<file path="src/rtl/game_ctrl.sv">
// Frame-rate game controller: HID keycode decode, game-state FSM, lives and respawn invulnerability.
// Optional macro GAME_CTRL_INFINITE_LIVES_EN: hits never cost a life.
module game_ctrl #(
    parameter int unsigned LIVES_INIT     = 3,
    parameter int unsigned RESPAWN_FRAMES = 60
) (
    input  logic       frame_clk,
    input  logic       Reset,
    input  logic [7:0] keycode0,
    input  logic [7:0] keycode1,
    input  logic [7:0] keycode2,
    input  logic [7:0] keycode3,
    input  logic       hazard_hit,
    output logic [7:0] keycode,
    output logic [1:0] current_state_out,
    output logic       die,
    output logic [2:0] lives,
    output logic       invuln
);

    typedef enum logic [1:0] {
        StMenu     = 2'd0,
        StPlaying  = 2'd1,
        StPaused   = 2'd2,
        StGameover = 2'd3
    } state_t;

    localparam logic [7:0] KeyA     = 8'h04;
    localparam logic [7:0] KeyW     = 8'h1A;
    localparam logic [7:0] KeyD     = 8'h07;
    localparam logic [7:0] KeyS     = 8'h16;
    localparam logic [7:0] KeyEnter = 8'h28;
    localparam logic [7:0] KeyP     = 8'h13;
    localparam logic [7:0] KeySpace = 8'h2C;
    localparam logic [7:0] KeyEsc   = 8'h29;

    // Bits that still reach the movers outside PLAYING: Enter, P, Esc.
    localparam logic [7:0] MenuMask = 8'h0D;

    localparam logic [7:0] RespawnLoad = 8'(RESPAWN_FRAMES);
    localparam logic [2:0] LivesLoad   = 3'(LIVES_INIT);

    state_t     state_q;
    logic [7:0] raw;
    logic [7:0] raw_q;
    logic [7:0] cnt_q;
    logic       ev_enter;
    logic       ev_pause;
    logic       ev_esc;
    logic       hit_ok;

    function automatic logic any_slot(input logic [7:0] code, input logic [7:0] k0,
                                      input logic [7:0] k1, input logic [7:0] k2,
                                      input logic [7:0] k3);
        return (k0 == code) || (k1 == code) || (k2 == code) || (k3 == code);
    endfunction

    always_comb begin
        raw    = 8'h00;
        raw[7] = any_slot(KeyA,     keycode0, keycode1, keycode2, keycode3);
        raw[6] = any_slot(KeyW,     keycode0, keycode1, keycode2, keycode3);
        raw[5] = any_slot(KeyD,     keycode0, keycode1, keycode2, keycode3);
        raw[4] = any_slot(KeyS,     keycode0, keycode1, keycode2, keycode3);
        raw[3] = any_slot(KeyEnter, keycode0, keycode1, keycode2, keycode3);
        raw[2] = any_slot(KeyP,     keycode0, keycode1, keycode2, keycode3);
        raw[1] = any_slot(KeySpace, keycode0, keycode1, keycode2, keycode3);
        raw[0] = any_slot(KeyEsc,   keycode0, keycode1, keycode2, keycode3);
    end

    assign ev_enter = raw[3] & ~raw_q[3];
    assign ev_pause = raw[2] & ~raw_q[2];
    assign ev_esc   = raw[0] & ~raw_q[0];
    assign hit_ok   = hazard_hit && (cnt_q == 8'd0);

    assign current_state_out = state_q;

    always_ff @(posedge frame_clk or posedge Reset) begin
        if (Reset) begin
            state_q <= StMenu;
            raw_q   <= 8'h00;
            cnt_q   <= 8'h00;
            keycode <= 8'h00;
            die     <= 1'b0;
            lives   <= 3'd0;
            invuln  <= 1'b0;
        end else begin
            raw_q   <= raw;
            keycode <= (state_q == StPlaying) ? raw : (raw & MenuMask);
            die     <= 1'b0;
            unique case (state_q)
                StMenu: begin
                    if (ev_enter) begin
                        state_q <= StPlaying;
                        lives   <= LivesLoad;
                        cnt_q   <= 8'd0;
                        invuln  <= 1'b0;
                        die     <= 1'b1;
                    end
                end
                StPlaying: begin
                    if (hit_ok) begin
                        die <= 1'b1;
`ifdef GAME_CTRL_INFINITE_LIVES_EN
                        if (lives == 3'd0) begin
                            state_q <= StGameover;
                            cnt_q   <= 8'd0;
                            invuln  <= 1'b0;
                        end else begin
                            cnt_q  <= RespawnLoad;
                            invuln <= (RespawnLoad != 8'd0);
                        end
`else
                        if (lives <= 3'd1) begin
                            lives   <= 3'd0;
                            state_q <= StGameover;
                            cnt_q   <= 8'd0;
                            invuln  <= 1'b0;
                        end else begin
                            lives  <= lives - 3'd1;
                            cnt_q  <= RespawnLoad;
                            invuln <= (RespawnLoad != 8'd0);
                        end
`endif
                    end else begin
                        if (cnt_q != 8'd0) begin
                            cnt_q  <= cnt_q - 8'd1;
                            invuln <= (cnt_q > 8'd1);
                        end
                        // Esc overrides P when both arrive on the same frame.
                        if (ev_esc) begin
                            state_q <= StMenu;
                            cnt_q   <= 8'd0;
                            invuln  <= 1'b0;
                        end else if (ev_pause) begin
                            state_q <= StPaused;
                        end
                    end
                end
                StPaused: begin
                    if (ev_esc) begin
                        state_q <= StMenu;
                        cnt_q   <= 8'd0;
                        invuln  <= 1'b0;
                    end else if (ev_pause) begin
                        state_q <= StPlaying;
                    end
                end
                StGameover: begin
                    if (ev_enter || ev_esc) begin
                        state_q <= StMenu;
                        cnt_q   <= 8'd0;
                        invuln  <= 1'b0;
                    end
                end
                default: state_q <= StMenu;
            endcase
        end
    end

endmodule
</file>
<file path="config.mk">
export PLATFORM = sky130hd
export DESIGN_NAME = game_ctrl
export DESIGN_NICKNAME = d
export VERILOG_FILES = /design/src/rtl/game_ctrl.sv
export SDC_FILE = /design/constraint.sdc
export NUM_CORES = 1
export LEC_CHECK = 0
export BUFFER_PORTS_ARGS = -buffer_cell sky130_fd_sc_hd__buf_4
export CORE_UTILIZATION = 50
export CTS_CLUSTER_DIAMETER = 30
export DETAILED_ROUTE_END_ITERATION = 16
export PLACE_DENSITY = 0.77
export SLEW_MARGIN = 10
export SYNTH_ARGS = -nofsm -noshare
export SYNTH_HDL_FRONTEND = slang
export SYNTH_SLANG_ARGS = --single-unit
export TNS_END_PERCENT = 100
</file>
<file path="constraint.sdc">
create_clock -name frame_clk -period 5.55 [get_ports frame_clk]
set_input_delay 0.555 -clock frame_clk [delete_from_list [all_inputs] [get_ports frame_clk]]
set_output_delay 0.555 -clock frame_clk [all_outputs]
set_load 0.01 [all_outputs]
</file>
==> qor.yml <==
via_per_inst: 6.11
synth_cell_types: 50
sw_frac_of_total_pct: 44.7
rsz0062_at_grt: "false"
clk_pin_slew_ns: 0.13
p_int_uw: 442
grt_overflow_total: 0
cp_data_required_time_ns: 5.76
antenna_found_initial: 0
async_flop_share_pct: 100
power.leakage_uw: 0.000977
fmax_mhz: 361
hold_violations: 0
wl_per_cell_um: 15.1
seq_area_frac_synth_pct: 32.1
drtIter0Drc: 140
cts_hold_buf: 0
cts_sinks: 23
fin_crit_ns: 2.77
cp.arrival_ns: 2.98
cts_setup_buffers: 0
utilization_pct: 66.0
cts_tree: "built"
cts-buffers-inserted: 3
relSlewSlack_pct: 44.1
combPwrFrac_pct: 55.6
avgSynthCellArea_sq_um: 8.91
clkPwrFrac_pct: 9.8
drc: 0
antenna_cells: 0
htreeDepth: 1
layout-drive-gt1-share_pct: 26.2
yosysWarnings: 0
syn_area_sq_um: 1790
tightest_slew_ns: 0.838
clk_latency_ns: 0.32
p_switching_uw: 358
powerDensity_nw_per_um2: 358
grt_pass1_wl_mm: 7.04
fin_ws_ns: 2.78
setup_viol: 0
min_path_type: "primary input to async pin"
drv_cap: 0
seq_power_share_pct: 34.6
critPathKind: "primary input to register"
wirelength_mm: 4.51
grt_usage_pct: 25.1
first_pass_iters: 4
tns_ns: 0
synthToLayoutAreaGrowth_pct: 24.9
cts-root-buf: "clkbuf_4"
critPathMaxFanout: 10
ys.flop_type: "dfrtp_1"
status: "finished clean"
grt_max_degree: 24
post-place-ws_ns: 2.50
vias: 1820
slew_viol_final: 0
synth_edf_count: 0
critPathLaunchType: "primary input"
max-vdd-ir-drop_uv: 242
clock_skew_ns: 0.00742
dieArea_sq_um: 3820
clk_path_buf_depth: 2
fp.dieW_um: 61.8
die_y_um: 61.8
synth_nets: 241
layout_commonest_cell: "buf_4"
grt_pass1_vias: 1538
core_area_sq_um: 3390
cts_resized: 0
total_power_uw: 799
start_util_pct: 52.8
yosys.area.top_type_share_pct: 32.1
final_cell_mix: "buf_4 (49), dfrtp_1 (23), nor2_1 (17)"
synthTopCellsByArea: "dfrtp_1 (32%), nor4b_1 (4.9%), nor2_1 (3.6%), ha_1 (3.5%), nor4bb_1 (3.4%)"
synth_top_area_cell: "dfrtp_1"
dp.final_hpwl_mm: 3.56
layout.nets: 293
rows: 21
end_kind: "register"
ioPinCount: 50
ys_ff_latch: 23
period_share_pct: 50.0
numPortBuffers: 49
gp_congestion: 0.917
netlist_instances: 201
antenna_left: 0
[cells by family after synthesis]
kind of cell | after synthesis | synth area share [%]
simple gates | 100 | 35.1
compound gates | 59 | 24.3
flops | 23 | 32.1
buf+inv | 10 | 2.10
fa+ha+maj | 5 | 3.49
mux | 4 | 2.93
[critical path, cell delays in order]
cell      delay, ns
buf_4          0.12
nor4b_1        0.55
a22oi_1        0.26
a21oi_1        0.58
a211o_2        0.28
a21boi_4       0.30
mux2_4         0.33
[layer usage]
metal	routed length (um)	vias to the layer above	GRT usage [%]
met5	0	-	0
met4	29	0	6.03
met1	2260	853	37.8
met3	244	4	4.55
li1	-	903	-
met2	1970	60	37.0
[worst paths after layout]
kind / slack, ns / endpoint / cells after the start / startpoint
hold / removal: 0.39 / die / 2 / Reset
setup reg to reg: 2.99 / cnt_q[1] / 7 / cnt_q[0]
max in group asynchronous: 4.64 / cnt_q[5] / 2 / Reset
min in group frame_clk: 0.52 / cnt_q[6] / 1 / cnt_q[6]
setup / recovery: 2.78 / cnt_q[1] / 7 / keycode2[4]
hold reg to reg: 0.52 / cnt_q[6] / 1 / cnt_q[6]
[cells in the mapped netlist, drive strengths merged, types with 3 or more instances]
library cell	count
nor2b	3
nor3b	5
a22oi	4
a21oi	7
inv	8
nand2	9
nand2b	5
dfrtp	23
nor4bb	6
mux2	4
nand4	5
nand3	8
a31oi	9
a22o	3
and4	4
nor3	9
nand4b	4
o21ai	16
nor2	18
nor4	4
ha	5
or3	4
nor4b	10
[final cells by class]
class | instances | area (sq um)
clock inverters | 1 | 5.00
well taps | 46 | 57.6
multi-input cells | 168 | 1180
clock buffers | 3 | 22.5
fillers | 313 | 1150
flip-flops and latches | 23 | 576
repair buffers | 49 | 368
inverters | 8 | 30.0
[flip-flops by register name (all words and copies together), names as in the netlist]
signal,flops
raw_q,2
current_state_out,2
invuln,1
lives,3
cnt_q,8
die,1
keycode,6
[stage by stage]
| step | hold slack, ns | area [sq um] | std cells |
|---|---|---|---|
| global placement | 0.497 | 2210 | 294 |
| floorplan | 0.465 | 1790 | 201 |
| global route | 0.461 | 2240 | 298 |
| CTS | 0.421 | 2240 | 298 |
| finish | 0.392 | 2240 | 298 |
| detailed placement | 0.497 | 2210 | 294 |
[power groups by stage]
stage               Sequential, uW  Clock (uW)  Combinational [uW]
floorplan                      267           0                 313
detailed placement             279           0                 438
global route                   285        88.4                 501
finish                         277        78.2                 444
global placement               277           0                 435
CTS                            275        79.4                 441
No activity file was read; power rests on OpenSTA's default activity.
